<file path="config.mk">
export PLATFORM = sky130hd
export DESIGN_NAME = multicycle_ctrl_flat
export DESIGN_NICKNAME = d
export VERILOG_FILES = /design/src/rtl/multicycle_ctrl_if.sv /design/src/rtl/multicycle_ctrl.sv /design/src/flat_wrapper.sv
export SDC_FILE = /design/constraint.sdc
export NUM_CORES = 1
export LEC_CHECK = 0
export CAP_MARGIN = 20
export CORE_ASPECT_RATIO = 1.5
export CORE_MARGIN = 5
export CORE_UTILIZATION = 55
export CTS_CLUSTER_DIAMETER = 60
export CTS_CLUSTER_SIZE = 16
export DETAILED_ROUTE_END_ITERATION = 8
export HOLD_SLACK_MARGIN = 0.05
export PLACE_DENSITY = 0.88
export REMOVE_ABC_BUFFERS = 1
export SKIP_CTS_REPAIR_TIMING = 1
export SYNTH_ARGS = -nofsm -noshare
export SYNTH_HDL_FRONTEND = slang
export SYNTH_SLANG_ARGS = --single-unit
</file>
<file path="constraint.sdc">
create_clock -name clk -period 6.5 [get_ports clk]
set_input_delay 1.625 -clock clk [delete_from_list [all_inputs] [get_ports clk]]
set_output_delay 1.625 -clock clk [all_outputs]
set_load 0.05 [all_outputs]
</file>
<file path="src/rtl/multicycle_ctrl_if.sv">
// Control/status bundle between the multicycle controller and its datapath.
// The master side is the controller; the slave side is the datapath and memory.
interface multicycle_ctrl_if #(
    parameter int CNT_W = 32
);
    logic [5:0]       opcode;
    logic [5:0]       func;
    logic             zero;
    logic             dmem_ready;
    logic             pc_we;
    logic             ir_we;
    logic             reg_we;
    logic [1:0]       npc_sel;
    logic             rd_sel;
    logic             jal_sel;
    logic             alu_src;
    logic [2:0]       alu_op;
    logic             mem_to_reg;
    logic             dmem_req;
    logic             dmem_we;
    logic [2:0]       state;
    logic [CNT_W-1:0] retired;
    logic             err;

    modport master (
        input  opcode, func, zero, dmem_ready,
        output pc_we, ir_we, reg_we, npc_sel, rd_sel, jal_sel, alu_src, alu_op,
               mem_to_reg, dmem_req, dmem_we, state, retired, err
    );

    modport slave (
        output opcode, func, zero, dmem_ready,
        input  pc_we, ir_we, reg_we, npc_sel, rd_sel, jal_sel, alu_src, alu_op,
               mem_to_reg, dmem_req, dmem_we, state, retired, err
    );
endinterface

</file>
<file path="src/rtl/multicycle_ctrl.sv">
// Multicycle MIPS-subset controller: FETCH/DECODE/EXEC/MEM/WB sequencing with
// a bounded data-memory wait, retired-instruction counter and sticky timeout flag.
module multicycle_ctrl #(
    parameter int TIMEOUT = 255,
    parameter int CNT_W   = 32
) (
    input  logic               clk,
    input  logic               reset,
    multicycle_ctrl_if.master  ctrl
);

    localparam logic [5:0] OP_RTYPE = 6'h00;
    localparam logic [5:0] OP_ORI   = 6'h0D;
    localparam logic [5:0] OP_LUI   = 6'h0F;
    localparam logic [5:0] OP_LW    = 6'h23;
    localparam logic [5:0] OP_SW    = 6'h2B;
    localparam logic [5:0] OP_BEQ   = 6'h04;
    localparam logic [5:0] OP_JAL   = 6'h03;
    localparam logic [5:0] FN_ADDU  = 6'h21;
    localparam logic [5:0] FN_SUBU  = 6'h23;
    localparam logic [5:0] FN_JR    = 6'h08;

    localparam logic [7:0] WAIT_LAST = 8'(TIMEOUT - 1);

    typedef enum logic [2:0] {
        S_FETCH  = 3'd0,
        S_DECODE = 3'd1,
        S_EXEC   = 3'd2,
        S_MEM    = 3'd3,
        S_WB     = 3'd4
    } state_t;

    typedef enum logic [3:0] {
        I_NOP  = 4'd0,
        I_ADDU = 4'd1,
        I_SUBU = 4'd2,
        I_JR   = 4'd3,
        I_ORI  = 4'd4,
        I_LUI  = 4'd5,
        I_LW   = 4'd6,
        I_SW   = 4'd7,
        I_BEQ  = 4'd8,
        I_JAL  = 4'd9
    } instr_t;

    // Unsupported opcodes, and R-type with an unknown func, collapse to nop.
    function automatic instr_t decode_instr(input logic [5:0] op, input logic [5:0] fn);
        instr_t res;
        res = I_NOP;
        case (op)
            OP_RTYPE: begin
                case (fn)
                    FN_ADDU: res = I_ADDU;
                    FN_SUBU: res = I_SUBU;
                    FN_JR:   res = I_JR;
                    default: res = I_NOP;
                endcase
            end
            OP_ORI:  res = I_ORI;
            OP_LUI:  res = I_LUI;
            OP_LW:   res = I_LW;
            OP_SW:   res = I_SW;
            OP_BEQ:  res = I_BEQ;
            OP_JAL:  res = I_JAL;
            default: res = I_NOP;
        endcase
        return res;
    endfunction

    state_t           r_state;
    logic [CNT_W-1:0] r_retired;
    logic             r_err;
    logic [7:0]       r_wait;

    state_t           w_next;
    instr_t           w_instr;
    logic             w_retire;
    logic             w_timeout;
    logic [7:0]       w_wait_next;
    logic             w_pc_we;
    logic             w_ir_we;
    logic             w_reg_we;
    logic [1:0]       w_npc_sel;
    logic             w_rd_sel;
    logic             w_jal_sel;
    logic             w_alu_src;
    logic [2:0]       w_alu_op;
    logic             w_mem_to_reg;
    logic             w_dmem_req;
    logic             w_dmem_we;

    assign w_instr = decode_instr(ctrl.opcode, ctrl.func);

    // Next-state and per-state control decode.
    always_comb begin
        w_next       = S_FETCH;
        w_retire     = 1'b0;
        w_timeout    = 1'b0;
        w_pc_we      = 1'b0;
        w_ir_we      = 1'b0;
        w_reg_we     = 1'b0;
        w_npc_sel    = 2'd0;
        w_rd_sel     = 1'b0;
        w_jal_sel    = 1'b0;
        w_alu_src    = 1'b0;
        w_alu_op     = 3'd0;
        w_mem_to_reg = 1'b0;
        w_dmem_req   = 1'b0;
        w_dmem_we    = 1'b0;
        case (r_state)
            S_FETCH: begin
                w_ir_we = 1'b1;
                w_pc_we = 1'b1;
                w_next  = S_DECODE;
            end
            S_DECODE: begin
                case (w_instr)
                    I_JAL: begin
                        w_reg_we  = 1'b1;
                        w_jal_sel = 1'b1;
                        w_pc_we   = 1'b1;
                        w_npc_sel = 2'd2;
                        w_retire  = 1'b1;
                        w_next    = S_FETCH;
                    end
                    I_JR: begin
                        w_pc_we   = 1'b1;
                        w_npc_sel = 2'd3;
                        w_retire  = 1'b1;
                        w_next    = S_FETCH;
                    end
                    I_NOP: begin
                        w_retire = 1'b1;
                        w_next   = S_FETCH;
                    end
                    default: w_next = S_EXEC;
                endcase
            end
            S_EXEC: begin
                case (w_instr)
                    I_ADDU: begin w_alu_op = 3'd0; w_alu_src = 1'b0; w_next = S_WB;  end
                    I_SUBU: begin w_alu_op = 3'd1; w_alu_src = 1'b0; w_next = S_WB;  end
                    I_ORI:  begin w_alu_op = 3'd2; w_alu_src = 1'b1; w_next = S_WB;  end
                    I_LUI:  begin w_alu_op = 3'd3; w_alu_src = 1'b1; w_next = S_WB;  end
                    I_LW:   begin w_alu_op = 3'd0; w_alu_src = 1'b1; w_next = S_MEM; end
                    I_SW:   begin w_alu_op = 3'd0; w_alu_src = 1'b1; w_next = S_MEM; end
                    I_BEQ: begin
                        w_alu_op  = 3'd1;
                        w_pc_we   = ctrl.zero;
                        w_npc_sel = 2'd1;
                        w_retire  = 1'b1;
                        w_next    = S_FETCH;
                    end
                    default: begin
                        w_retire = 1'b1;
                        w_next   = S_FETCH;
                    end
                endcase
            end
            S_MEM: begin
                w_dmem_req = 1'b1;
                w_dmem_we  = (w_instr == I_SW);
                w_alu_src  = 1'b1;
                // Ready wins over a timeout landing in the same cycle.
                if (ctrl.dmem_ready) begin
                    if (w_instr == I_LW) begin
                        w_next = S_WB;
                    end else begin
                        w_retire = 1'b1;
                        w_next   = S_FETCH;
                    end
                end else if (r_wait == WAIT_LAST) begin
                    w_timeout = 1'b1;
                    w_next    = S_FETCH;
                end else begin
                    w_next = S_MEM;
                end
            end
            S_WB: begin
                w_reg_we     = 1'b1;
                w_rd_sel     = !((w_instr == I_ADDU) || (w_instr == I_SUBU));
                w_mem_to_reg = (w_instr == I_LW);
                w_retire     = 1'b1;
                w_next       = S_FETCH;
            end
            default: w_next = S_FETCH;
        endcase
    end

    // The counter only runs while MEM is held; any other transition clears it.
    assign w_wait_next = ((r_state == S_MEM) && (w_next == S_MEM)) ? (r_wait + 8'd1) : 8'd0;

    // State, wait counter, retire counter and sticky error.
    always_ff @(posedge clk) begin
        if (reset) begin
            r_state   <= S_FETCH;
            r_retired <= '0;
            r_err     <= 1'b0;
            r_wait    <= 8'd0;
        end else begin
            r_state <= w_next;
            r_wait  <= w_wait_next;
            if (w_retire) begin
                r_retired <= r_retired + CNT_W'(1);
            end
            if (w_timeout) begin
                r_err <= 1'b1;
            end
        end
    end

    assign ctrl.pc_we      = w_pc_we    & ~reset;
    assign ctrl.ir_we      = w_ir_we    & ~reset;
    assign ctrl.reg_we     = w_reg_we   & ~reset;
    assign ctrl.dmem_req   = w_dmem_req & ~reset;
    assign ctrl.dmem_we    = w_dmem_we  & ~reset;
    assign ctrl.npc_sel    = w_npc_sel;
    assign ctrl.rd_sel     = w_rd_sel;
    assign ctrl.jal_sel    = w_jal_sel;
    assign ctrl.alu_src    = w_alu_src;
    assign ctrl.alu_op     = w_alu_op;
    assign ctrl.mem_to_reg = w_mem_to_reg;
    assign ctrl.state      = r_state;
    assign ctrl.retired    = r_retired;
    assign ctrl.err        = r_err;

endmodule

</file>
<file path="src/flat_wrapper.sv">
// flat-port wrapper written by rule: the top's interface ports become plain ports
module multicycle_ctrl_flat 
#(
    parameter int TIMEOUT = 255,
    parameter int CNT_W   = 32
)
  (clk, reset, ctrl_opcode, ctrl_func, ctrl_zero, ctrl_dmem_ready, ctrl_pc_we, ctrl_ir_we, ctrl_reg_we, ctrl_npc_sel, ctrl_rd_sel, ctrl_jal_sel, ctrl_alu_src, ctrl_alu_op, ctrl_mem_to_reg, ctrl_dmem_req, ctrl_dmem_we, ctrl_state, ctrl_retired, ctrl_err);
  multicycle_ctrl_if #(.CNT_W(CNT_W)) ctrl_i ();
  input  logic clk;
  input  logic reset;
  input wire logic [$bits(ctrl_i.opcode)-1:0] ctrl_opcode;
  input wire logic [$bits(ctrl_i.func)-1:0] ctrl_func;
  input wire logic [$bits(ctrl_i.zero)-1:0] ctrl_zero;
  input wire logic [$bits(ctrl_i.dmem_ready)-1:0] ctrl_dmem_ready;
  output wire logic [$bits(ctrl_i.pc_we)-1:0] ctrl_pc_we;
  output wire logic [$bits(ctrl_i.ir_we)-1:0] ctrl_ir_we;
  output wire logic [$bits(ctrl_i.reg_we)-1:0] ctrl_reg_we;
  output wire logic [$bits(ctrl_i.npc_sel)-1:0] ctrl_npc_sel;
  output wire logic [$bits(ctrl_i.rd_sel)-1:0] ctrl_rd_sel;
  output wire logic [$bits(ctrl_i.jal_sel)-1:0] ctrl_jal_sel;
  output wire logic [$bits(ctrl_i.alu_src)-1:0] ctrl_alu_src;
  output wire logic [$bits(ctrl_i.alu_op)-1:0] ctrl_alu_op;
  output wire logic [$bits(ctrl_i.mem_to_reg)-1:0] ctrl_mem_to_reg;
  output wire logic [$bits(ctrl_i.dmem_req)-1:0] ctrl_dmem_req;
  output wire logic [$bits(ctrl_i.dmem_we)-1:0] ctrl_dmem_we;
  output wire logic [$bits(ctrl_i.state)-1:0] ctrl_state;
  output wire logic [$bits(ctrl_i.retired)-1:0] ctrl_retired;
  output wire logic [$bits(ctrl_i.err)-1:0] ctrl_err;
  assign ctrl_i.opcode = ctrl_opcode;
  assign ctrl_i.func = ctrl_func;
  assign ctrl_i.zero = ctrl_zero;
  assign ctrl_i.dmem_ready = ctrl_dmem_ready;
  assign ctrl_pc_we = ctrl_i.pc_we;
  assign ctrl_ir_we = ctrl_i.ir_we;
  assign ctrl_reg_we = ctrl_i.reg_we;
  assign ctrl_npc_sel = ctrl_i.npc_sel;
  assign ctrl_rd_sel = ctrl_i.rd_sel;
  assign ctrl_jal_sel = ctrl_i.jal_sel;
  assign ctrl_alu_src = ctrl_i.alu_src;
  assign ctrl_alu_op = ctrl_i.alu_op;
  assign ctrl_mem_to_reg = ctrl_i.mem_to_reg;
  assign ctrl_dmem_req = ctrl_i.dmem_req;
  assign ctrl_dmem_we = ctrl_i.dmem_we;
  assign ctrl_state = ctrl_i.state;
  assign ctrl_retired = ctrl_i.retired;
  assign ctrl_err = ctrl_i.err;
  multicycle_ctrl #(.TIMEOUT(TIMEOUT), .CNT_W(CNT_W)) u_core (.clk(clk), .reset(reset), .ctrl(ctrl_i));
endmodule
</file>
# Yosys cells after proc, flatten, opt, wreduce, memory -nomap -nowiden

Cells that the tools add are included.

Add/subtract/negate cells: 2
Eq/ne operators: 24
Multiplexer cells: 34
Bitwise gates (word level): 7
Reduce and logical (&&, ||, !) cells: 14

Operators by type and width:

| kind                    | number |
|---|---|
| $add A32 B1 Y32 const B | 1 |
| $pmux W4 S7             | 1 |
| $eq A6 B6 Y1 const B    | 4 |
| $eq A6 B4 Y1 const B    | 3 |
| $mux W1                 | 18 |
| $eq A4 B3 Y1 const B    | 4 |
| $pmux W2 S3             | 2 |
| $pmux W3 S4             | 1 |
| $eq A3 B2 Y1 const B    | 3 |
| $mux W3                 | 3 |
| $add A8 B1 Y8 const B   | 1 |
| $eq A4 B2 Y1 const B    | 2 |
| $eq A4 B4 Y1 const B    | 2 |
| $eq A8 B8 Y1 const B    | 1 |
| $pmux W2 S2             | 2 |
| $reduce_or A2 Y1        | 4 |
| $reduce_or A4 Y1        | 2 |
| $eq A6 B2 Y1 const B    | 1 |
| $eq A6 B3 Y1 const B    | 1 |
| $logic_not A6 Y1        | 1 |
| $pmux W3 S2             | 1 |
| $reduce_or A6 Y1        | 1 |
| $and A1 B1 Y1           | 5 |
| $eq A4 B1 Y1 const B    | 1 |
| 13 further kinds        | 16 |

Register bits after elaboration: 44
Input port bits: 16
Output and inout port bits: 50
Logic and storage cells: 85

# Longest topological paths before layout

Gate-level depths: netlist (run 1).

Depth after elaboration: 11
Gate-level depth with buffers: 9
Mapped depth without buffers: 6

# Worst setup path before layout (run 1)

OpenSTA, ideal clock, no wires.

Kind: input -> output
Start point: input ctrl_opcode[2]
End point: output ctrl_alu_op[0]
Data arrival time: 3.401 ns
Required time: 4.875 ns
Path slack: 1.474 ns
Stages: 5
Path buffers: 1
Cells stage by stage: buf_4 > nor4_2 > and2_1 > nand2_1 > a21boi_0

Word-level cells in the longest chain between the ends: 6
Elaborated cells between the ends (all ways): 15
Those cells by class: 10 x eq/ne; 3 x mux; 2 x reduce/logical

Ends and longest elaborated chain:

| what                                                | line                   | source |
|---|---|---|
| start, declared                                     | flat_wrapper.sv:11     | `input wire logic [$bits(ctrl_i.opcode)-1:0] ctrl_opcode;` |
| $eq A6 B2 Y1, or another cell as far along          | multicycle_ctrl.sv:50  | `case (op)` |
| $pmux W4 S7 (*)                                     | multicycle_ctrl.sv:50  |  |
| $eq A4 B4 Y1 / $eq A4 B2 Y1 (equally long branches) | multicycle_ctrl.sv:140 | `case (w_instr)` |
| $reduce_or A2 Y1 (no source line)                   | --                     |  |
| $pmux W2 S3 (*)                                     | multicycle_ctrl.sv:140 |  |
| $mux W3 (*)                                         | multicycle_ctrl.sv:110 | `case (r_state)` |
| end, declared                                       | flat_wrapper.sv:22     | `output wire logic [$bits(ctrl_i.alu_op)-1:0] ctrl_alu_op;` |

Mark *: on every way between the ends. The rest lies on a longest branch, timed or not.

# Worst setup path after layout (run 1)

Start point: input ctrl_opcode[5]
End point: output ctrl_pc_we

Word-level cells in the longest chain between the ends: 7
Elaborated cells between the ends (all ways): 16
Those cells by class: 9 x eq/ne; 4 x mux; 1 x bitwise; 2 x reduce/logical

Ends and longest elaborated chain:

| what                                                | line                   | source |
|---|---|---|
| $eq A6 B2 Y1, or another cell as far along          | multicycle_ctrl.sv:50  |  |
| $pmux W4 S7 (*)                                     | multicycle_ctrl.sv:50  |  |
| $eq A4 B4 Y1 / $eq A4 B2 Y1 (equally long branches) | multicycle_ctrl.sv:117 | `case (w_instr)` |
| $reduce_or A2 Y1 (no source line)                   | --                     |  |
| $mux W1                                             | multicycle_ctrl.sv:117 |  |
| $pmux W1 S3 (*)                                     | multicycle_ctrl.sv:110 |  |
| $and A1 B1 Y1 (*)                                   | multicycle_ctrl.sv:212 | `assign ctrl.pc_we = w_pc_we & ~reset;` |
| end, declared                                       | flat_wrapper.sv:15     | `output wire logic [$bits(ctrl_i.pc_we)-1:0] ctrl_pc_we;` |

Marked as above.

==> metrics, run 1 <==
Seq/Total Area, Yosys approximately 29%; first-pass GRT wire length around 12,000 um; Top FF cell, synth dfxtp_1; 1st-iter DRT viols 188; post-DP HPWL about 5400 um; Setup Crit Path Kind in2out; # setup viols final 0; worst-margin pin slew just over 0.8 ns; Worst slew margin between 40% and 50%; number of global-route vias before repair ~2,700; Mapped Cells 361; Post-DRT Antenna Nets 0; Hold Path Sink u_core.ctrl.err; Die Width 70.3 um; CP required about 5 ns; final core utilization 69.5%; fraction of registers with async set/reset 0%; Worst R2R Start u_core.ctrl.state[0]; type of origin of the critical path primary input; CTS tree built; worst hold margin between 0.4 and 0.5 ns; DRC violation count after routing 0; gpl congestion ~0.9; skew final approximately 0.0058 ns; post-synthesis compound-gate area fraction between 10% and 20%; adder-cell share of the synthesized area about 1.3%; clock-pin slew on the worst setup and hold paths approximately 0.080 ns; Post-synth top cells 51 x nor2_1, 44 x dfxtp_1, 37 x nor2b_1, 23 x nand2_1, 19 x a21oi_2; die height about 100 um; worst hold path type reg2reg; clock sinks 44; Pre-antenna DRT Iters 4; CTS HTree Levels 2; synth top area cells dfxtp_1 29%, mux2_4 9.0%, nor2b_1 7.7%; largest net degree at the start of global routing 63; pwr dens 139 nW/um^2; Row Count 33; area occupied by multi-input gates between 1500 and 2000 um^2; die area 7060 um^2; Synth Area in XOR/XNOR approximately 2.3%; maximum clock rate between 150 and 200 MHz; syn avg cell area between 8 and 9 um^2; TNS Setup 0 ns; outcome finished, final reports clean; RSZ-0062 raised after global routing no; worst reg2reg path endpoint u_core.ctrl.retired[13]; final hold viol count 0; GR Overflow Total 0; R2R cell count 6; Period minus WS final 5.86 ns; Synth warnings 0; wire per inst between 15 and 20 um; Area Overhead vs Synth 24.3%; core area between 5000 and 6000 um^2; GRT Total Usage a little over a fifth; initial antenna violation count 0; most frequent cell after synthesis nor2_1; DR vias between 2,000 and 3,000; total CTS buffers 5; HP Start u_core.ctrl.err; Synth Area in Simple Gates between 30 and 40%; Worst-Skew Late Latency about 0.30 ns; fin nets 432; period utilization 90.1%; Total Routed Length between 7000 and 8000 um; maximum vdd drop 130 uV; crit path max fanout 9; Via-to-Cell Ratio ~5.8; R2R setup slack roughly 3.7 ns; Final Max Slew Viols 0; number of flops mapped to enable cells by yosys 0; Mapped Area roughly 3000 um^2; largest family of logic cells by synthesized area simple AND/OR/NAND/NOR gates; Leakage ~1.4 nW; Max-Cap Viols 0; Synth area leader dfxtp_1; post-route setup slack between 0.6 and 0.7 ns; buffer depth of the longest clock path 2; CTS Root Cell clkbuf_8; Yosys top cell area share between 20% and 30%; ratio of cells with drive above 1 in the final layout around 15%; endpoint type of the worst setup path output port; critical path data arrival time 4.23 ns; fillers between 400 and 500; Placement Setup Slack 0.690 ns; num ports 66; Seq cells post-synth 44; number of buffers added on ports 64; mux cell area share after synthesis 13.5%; starting density of the core ~56%; Register Area around 880 um^2; Distinct cells, synth between 40 and 50; hold path depth 2; number of diodes 0
-- kinds of logic after synthesis --
family / count (synthesis)
fa+ha+maj: 3
flops: 44
xor+xnor: 8
other cells: 1
simple gates: 188
buf+inv: 26
mux: 30
compound gates: 61
-- layout by cell type, fill, tap and decap left out, types with 2 or more instances in the layout --
cell / n
nand3b_1: 2
dfxtp_1: 44
mux2_2: 2
a21oi_1: 15
nand3_1: 17
or2_2: 2
xnor2_1: 2
clkdlybuf4s50_1: 63
nor3_1: 8
nor4_1: 2
nor2_1: 51
and3b_1: 2
nand4_1: 15
and4_1: 3
and3_1: 14
a21oi_2: 19
nor2b_1: 37
a211oi_2: 2
nand2_1: 23
ha_1: 3
clkbuf_8: 5
inv_1: 4
nand2b_1: 3
xor2_1: 6
a2111oi_2: 2
and2_1: 5
o21ai_0: 12
mux2_1: 10
mux2_4: 18
a31oi_1: 3
-- area by class of cell --
cell class | count | share of cell area [%]
clock buffers | 6 | 1.95
multi-input cells | 291 | 53.0
clock inverters | 1 | 0.134
well taps | 70 | 2.35
inverters | 4 | 0.403
flip-flops and latches | 44 | 23.6
repair buffers | 67 | 18.5
-- power by group --
part,internal (mW),switching [mW],total (mW)
sequential,0.271,0.00325,0.274
clock,0.0732,0.0923,0.166
combinational,0.0281,0.0499,0.0781
total,0.373,0.145,0.518
-- metal layers --
layer | share of wire, % | GRT usage (%) | vias to the layer above
met2 | 52 | 38.4 | 91
met1 | 40 | 23.6 | 1328
met5 | 0 | 0 | -
met3 | 5.3 | 4.11 | 17
met4 | 3.3 | 10.0 | 0
li1 | - | - | 1370
-- stage by stage --
stage,cell area [um^2],cells,power [mW]
6_report,3730,483,0.518
5_1_grt,3730,483,0.538
4_1_cts,3680,481,0.515
3_5_place_dp,3600,474,0.354
3_3_place_gp,3600,474,0.352
2_1_floorplan,2860,339,0.321
-- how the worst max path moves through the flow --
stage / from / end / slack (ns) / cells after the start
5_1_grt: ctrl_opcode[5] / ctrl_pc_we / 0.49 / 7
2_1_floorplan: ctrl_opcode[5] / ctrl_alu_op[0] / 1.57 / 4
3_5_place_dp: ctrl_opcode[5] / ctrl_pc_we / 0.69 / 7
6_report: ctrl_opcode[5] / ctrl_pc_we / 0.64 / 7
3_3_place_gp: ctrl_opcode[5] / ctrl_pc_we / 0.80 / 7
4_1_cts: ctrl_opcode[5] / ctrl_pc_we / 0.69 / 7
-- state kept, by name, summed over array words and instances, names as in the netlist --
name / flops
u_core.ctrl.err: 1
u_core.r_wait: 8
u_core.ctrl.state: 3
u_core.ctrl.retired: 32
-- critical path, cell delays in order --
cell and delay, ns:
clkdlybuf4s50_1 0.57, nor4_2 0.39, and2_1 0.26, nor2b_1 0.21, o21ai_0 0.16, a31oi_1 0.20
clkdlybuf4s50_1 0.82
No activity file was read; power rests on OpenSTA's default activity.
==> run 2, diff against run 1 <==
ABC_AREA = 1   (was default)
==> run 2 against run 1 <==
Net effect: global-route usage grew 4.2 points; first-iteration DRC count rose by 34%; die area decreased by 1.0%; non-clock buffer count grew 1; fmax increased by 6.3%; count of clock-buffer cells in the layout is the same; critical endpoint unchanged; area after synthesis is 1.1% lower; largest cell class unchanged; synthesized cell count rose by 25%; clock power increased by 11%; total power is 2.8% higher.
==> metrics, run 2 <==
Post-synth top cells 111 x nand2_1, 58 x nor2_1, 44 x dfxtp_1, 42 x inv_1, 41 x nand4_1 (was 51 x nor2_1, 44 x dfxtp_1, 37 x nor2b_1, 23 x nand2_1, 19 x a21oi_2); synth top area cells dfxtp_1 30%, nand2_1 14%, nand4_1 8.6% (was dfxtp_1 29%, mux2_4 9.0%, nor2b_1 7.7%); post-route setup slack 0.991 ns (was 0.642 ns); Setup Crit Path Kind in2out (unchanged); CP required 4.88 ns (about the same); starting density of the core 57.0% (was 55.9%); type of origin of the critical path primary input (unchanged); most frequent cell after synthesis nand2_1 (was nor2_1); end of the critical path ctrl_pc_we (unchanged); DRC violation count after routing 0 (unchanged); Leakage 1.39 nW (was 1.36 nW); worst hold path type reg2reg (unchanged); commonest non-fill, non-tap cell in the layout nand2_1 (was clkdlybuf4s50_1); buffer depth of the longest clock path 2 (unchanged); TNS Setup 0 ns (unchanged); most frequent cells in the layout 111 x nand2_1, 64 x clkdlybuf4s50_1, 58 x nor2_1, 44 x dfxtp_1, 42 x inv_1 (was 63 x clkdlybuf4s50_1, 51 x nor2_1, 44 x dfxtp_1, 37 x nor2b_1, 23 x nand2_1); clock-pin slew on the worst setup and hold paths 0.09 ns (was 0.08 ns); Die Width 70.0 um (was 70.3 um); Worst-Skew Late Latency 0.29 ns (was 0.30 ns); maximum vdd drop 114 uV (was 130 uV); total CTS buffers 5 (unchanged); Seq cells post-synth 44 (unchanged); number of diodes 0 (unchanged); Row Count 32 (was 33); Mapped Area 2970 um^2 (was 3000 um^2); Seq/Total Area, Yosys 29.7% (was 29.4%); Period minus WS final 5.51 ns (was 5.86 ns); outcome finished, final reports clean (unchanged); # setup viols final 0 (unchanged); fraction of registers with async set/reset 0% (unchanged); Placement Setup Slack 1.00 ns (was 0.690 ns); skew final 0.00568 ns (was 0.00582 ns); worst reg2reg path endpoint u_core.ctrl.retired[21] (was u_core.ctrl.retired[13]); clock sinks 44 (unchanged); wire per inst 15.5 um (was 16.0 um); Mapped Cells 451 (was 361); crit path max fanout 4 (was 9); GRT Total Usage 25.4% (was 21.2%); CTS HTree Levels 2 (unchanged); HP Start u_core.r_wait[0] (was u_core.ctrl.err); Top FF cell, synth dfxtp_1 (unchanged); Worst slew margin 55.1% (was 44.3%); die area 6990 um^2 (was 7060 um^2); Synth area leader dfxtp_1 (unchanged); R2R cell count 7 (was 6); post-DP HPWL 6850 um (was 5410 um); gpl congestion 1.01 (was 0.916); pwr dens 144 nW/um^2 (was 139 nW/um^2); maximum clock rate 182 MHz (was 171 MHz); R2R setup slack 3.83 ns (was 3.70 ns); Distinct cells, synth 32 (was 45); number of flops mapped to enable cells by yosys 0 (unchanged); DR vias 3,239 (was 2,806); max reg flops 32 (unchanged); Synth warnings 0 (unchanged); number of global-route vias before repair 3,281 (was 2,726); largest net degree at the start of global routing 34 (was 63); critical path data arrival time 3.88 ns (was 4.23 ns); GR Overflow Total 0 (unchanged); first-pass GRT wire length 14,600 um (was 12,400 um); ratio of cells with drive above 1 in the final layout 5.69% (was 14.5%); die height 99.9 um (was 100 um); Max-Cap Viols 0 (unchanged); Yosys top cell area share 29.7% (was 29.4%); period utilization 84.8% (was 90.1%); Pre-antenna DRT Iters 4 (unchanged); number of buffers added on ports 64 (unchanged); Total Routed Length 8950 um (was 7710 um); RSZ-0062 raised after global routing no (unchanged); final core utilization 71.3% (was 69.5%); worst-margin pin slew 0.673 ns (was 0.828 ns); 1st-iter DRT viols 252 (was 188); CTS tree built (unchanged); CTS Root Cell clkbuf_8 (unchanged); Area Overhead vs Synth 25.1% (was 24.3%); Final Max Slew Viols 0 (unchanged); crit path from ctrl_opcode[5] (unchanged); fin nets 528 (was 432); final hold viol count 0 (unchanged); endpoint type of the worst setup path output port (unchanged); core area 5200 um^2 (was 5370 um^2); Via-to-Cell Ratio 5.60 (was 5.81); worst hold margin 0.480 ns (about the same); num ports 66 (unchanged); initial antenna violation count 0 (unchanged); Worst R2R Start u_core.ctrl.state[2] (was u_core.ctrl.state[0]); syn avg cell area 6.58 um^2 (was 8.31 um^2); Post-DRT Antenna Nets 0 (unchanged)
run 2: stage by stage:
| step | area [um^2] | power, mW | instances |
|---|---|---|---|
| floorplan | 2860 | 0.321 | 434 |
| global placement | 3610 | 0.354 | 570 |
| detailed placement | 3610 | 0.354 | 570 |
| CTS | 3710 | 0.535 | 578 |
| global route | 3710 | 0.555 | 578 |
| finish | 3710 | 0.532 | 578 |
run 2: area by class of cell:
type,instances,area [um^2]
multi-input cells,346,1810
fillers,477,1500
flip-flops and latches,44,881
repair buffers,68,671
inverters,44,165
well taps,68,85.1
clock buffers,6,82.6
clock inverters,2,15.0
run 2: routing by layer:
layer | part of all wire, % | wire, um | global-route usage [%] | vias up
li1 | - | - | - | 1607
met1 | 36 | 3200 | 24.9 | 1470
met2 | 54 | 4790 | 48.7 | 129
met3 | 6.1 | 547 | 4.51 | 33
met4 | 4.6 | 409 | 15.5 | 0
met5 | 0 | 0 | 0 | -
run 2: cell families (layout without fill, tap and decap cells):
group / after synthesis / after routing / synth area share, %
adder cells (fa/ha/maj): 3 / 3 / 1.27
flip-flops: 44 / 44 / 29.7
buffers and inverters: 61 / 120 / 9.24
AO/OA/AOI/OAI: 43 / 43 / 7.64
XOR/XNOR: 34 / 34 / 10.0
AND/OR/NAND/NOR: 265 / 265 / 42.0
other: 1 / 1 / 0.126
run 2: worst max-delay path: stages:
cell and delay [ns]:
clkdlybuf4s50_1 0.52, inv_1 0.06, nor2_2 0.14, nand2_1 0.09, nor2_1 0.09, nor2_1 0.06, nand2_2 0.11, nand4_1 0.11
nand2_1 0.10, a21oi_1 0.05, o22ai_1 0.11, clkdlybuf4s50_1 0.82
run 2: worst min path at each step:
stage,to,slack (ns),depth (start not counted)
after CTS,u_core.r_wait[0],0.48,1
after global routing,u_core.r_wait[0],0.52,1
after detailed placement,u_core.r_wait[0],0.46,1
after global placement,u_core.r_wait[0],0.44,1
after floorplan,u_core.r_wait[0],0.43,1
final,u_core.r_wait[0],0.48,1
run 2: power breakdown:
group | leakage (nW) | switching [mW] | internal [mW]
sequential | 0.355 | 0.00226 | 0.271
combinational | 0.988 | 0.0519 | 0.0231
clock | 0.0434 | 0.0978 | 0.0862
total | 1.39 | 0.152 | 0.380
==> run 3, diff against run 2 <==
CORE_UTILIZATION = 51   (was 55)
PLACE_DENSITY = 0.83   (was 0.88)
clock period = 5.6 ns   (was 6.5 ns; I/O delays follow)
==> run 3 against run 2 <==
Net effect: sequential power is 16% higher; global-route usage is 0.41 points lower; critical path depth is 2 lower; total power is 14% higher; utilization is 6.9 points lower; combinational power is 17% higher; sequential cell count stayed put; wire length is 0.48% higher; first-iteration DRC count is 8.7% lower; sequential share of layout area is 0.080 points higher; design area is 0.34% lower; largest cell class unchanged; largest power group unchanged.
==> metrics, run 3 (same netlist as run 2, synthesis figures left out) <==
maximum vdd drop 110 uV (was 114 uV); total CTS buffers 5 (unchanged); final core utilization 64.4% (was 71.3%); Row Count 34 (was 32); CP top delay family buffers and inverters (unchanged); CTS Root Cell clkbuf_8 (unchanged); period utilization 91.7%; R2R setup slack 2.93 ns (was 3.83 ns); R2R cell count 7 (unchanged); end of the critical path ctrl_pc_we (unchanged); type of origin of the critical path primary input (unchanged); top sig layer met4 (unchanged); DRC violation count after routing 0 (unchanged); critical path data arrival time 3.73 ns (was 3.88 ns); number of global-route vias before repair 3,252 (was 3,281); num ports 66 (unchanged); first-pass GRT wire length 14,900 um (was 14,600 um); outcome finished, final reports clean (unchanged); gpl congestion 1.02 (was 1.01); design area 3700 um^2 (was 3710 um^2); final hold viol count 0 (unchanged); crit path max fanout 5 (was 4); Via-to-Cell Ratio 5.65 (was 5.60); largest net degree at the start of global routing 34 (unchanged); fin nets 527 (was 528); max reg flops 32 (unchanged); CTS tree built (unchanged); worst reg2reg path endpoint u_core.ctrl.retired[4] (was u_core.ctrl.retired[21]); worst-margin pin slew 0.678 ns (was 0.673 ns); endpoint type of the worst setup path output port (unchanged); die area 7470 um^2 (was 6990 um^2); pwr dens 164 nW/um^2 (was 144 nW/um^2); crit path cell chain clkdlybuf4s50_1 -> inv_1 -> nand3_2 -> nand2_1 -> nor2_4 -> nand4_1 -> nand2_1 -> a21oi_1 -> o22ai_1 -> clkdlybuf4s50_1 (was clkdlybuf4s50_1 -> inv_1 -> nor2_2 -> nand2_1 -> nor2_1 -> nor2_1 -> nand2_2 -> nand4_1 -> nand2_1 -> a21oi_1 -> o22ai_1 -> clkdlybuf4s50_1); Area after DPL 3610 um^2 (about the same); HP Start u_core.r_wait[0] (unchanged); initial antenna violation count 0 (unchanged); GR Overflow Total 0 (unchanged); # setup viols final 0 (unchanged); skew final 0.00923 ns (was 0.00568 ns); routed length on met1 3340 um (was 3200 um); TNS Setup 0 ns (unchanged); DR vias 3,283 (was 3,239); Placement Setup Slack 0.484 ns (was 1.00 ns); core area 5740 um^2 (was 5200 um^2); RSZ-0062 raised after global routing no (unchanged); buffer depth of the longest clock path 2 (unchanged); number of diodes 0 (unchanged); starting density of the core 51.6% (was 57.0%); commonest non-fill, non-tap cell in the layout nand2_1 (unchanged); CP required 4.20 ns (was 4.88 ns); ratio of cells with drive above 1 in the final layout 5.50% (was 5.69%); Pre-antenna DRT Iters 5 (was 4); 1st-iter DRT viols 230 (was 252); Worst slew margin 54.8% (was 55.1%); Critical Path Stages 10 (was 12); Period minus WS final 5.13 ns; Setup Crit Path Kind in2out (unchanged); Slowest-stage cell, CP clkdlybuf4s50_1 (unchanged); CP bufs+invs 3 (unchanged); Post-DRT Antenna Nets 0 (unchanged); crit path from ctrl_opcode[2] (was ctrl_opcode[5]); Die Width 72.3 um (was 70.0 um); clock sinks 44 (unchanged); maximum clock rate a little under 200 MHz; wire per inst 15.5 um (about the same); Worst-Skew Late Latency 0.30 ns (was 0.29 ns); clock-pin slew on the worst setup and hold paths 0.08 ns (was 0.09 ns); Total Routed Length 8990 um (was 8950 um); Leakage 1.39 nW (about the same); number of buffers added on ports 64 (unchanged); most frequent cells in the layout 111 x nand2_1, 64 x clkdlybuf4s50_1, 58 x nor2_1, 44 x dfxtp_1, 42 x inv_1 (unchanged); post-route setup slack 0.465 ns (was 0.991 ns); WL met2 4640 um (was 4790 um); worst hold margin 0.463 ns (was 0.480 ns); GRT Total Usage 25.0% (was 25.4%); crit-path max cell delay 0.84 ns (was 0.82 ns); Final Max Slew Viols 0 (unchanged); die height 103 um (was 99.9 um); WL met3 512 um (was 547 um); CTS HTree Levels 2 (unchanged); worst hold path type reg2reg (unchanged); post-DP HPWL 6820 um (was 6850 um); Max-Cap Viols 0 (unchanged); Worst R2R Start u_core.ctrl.state[2] (unchanged); Area Overhead vs Synth 24.7% (was 25.1%)
## run 3: cell count changes in the layout (fill, tap and decap cells not counted), sizes merged
cell,before,now
buf,4,3
clkbuf,6,5
clkinv,0,3
clkinvlp,2,0
## run 3: worst min path at each step
| stage | endpoint | cells after the start |
|---|---|---|
| detailed placement | u_core.r_wait[0] | 1 |
| finish | u_core.r_wait[0] | 1 |
| global placement | u_core.r_wait[0] | 1 |
| floorplan | u_core.r_wait[0] | 1 |
| global route | u_core.r_wait[0] | 1 |
| CTS | u_core.r_wait[0] | 1 |
## run 3: power by group
part	switching [mW]	internal [mW]
clock network	0.113	0.0871
registers	0.00257	0.315
logic	0.0610	0.0268
total	0.177	0.429
## run 3: through the flow
stage,cells,total power [mW]
3_5_place_dp,573,0.412
5_1_grt,581,0.628
2_1_floorplan,434,0.373
6_report,581,0.606
4_1_cts,581,0.610
3_3_place_gp,573,0.411
## run 3: final cells by class
type	count	area, um^2
flip-flops and latches	44	881
fillers	550	2050
clock buffers	5	68.8
well taps	72	90.1
repair buffers	67	663
clock inverters	3	18.8
multi-input cells	346	1810
inverters	44	165
## run 3: worst register-to-register path, cell delays in order, from the launching register on
cell and delay [ns]:
dfxtp_1 0.41, nor3_1 0.52, nand2_1 0.10, inv_1 0.11, nand4_4 0.46, nand3_2 0.71, nand2_1 0.12, a21oi_1 0.17
## run 3: routing by layer
metal	global-route usage, %	vias up
li1	-	1606
met1	25.5	1505
met2	46.7	134
met3	4.16	38
met4	15.3	0
met5	0	-
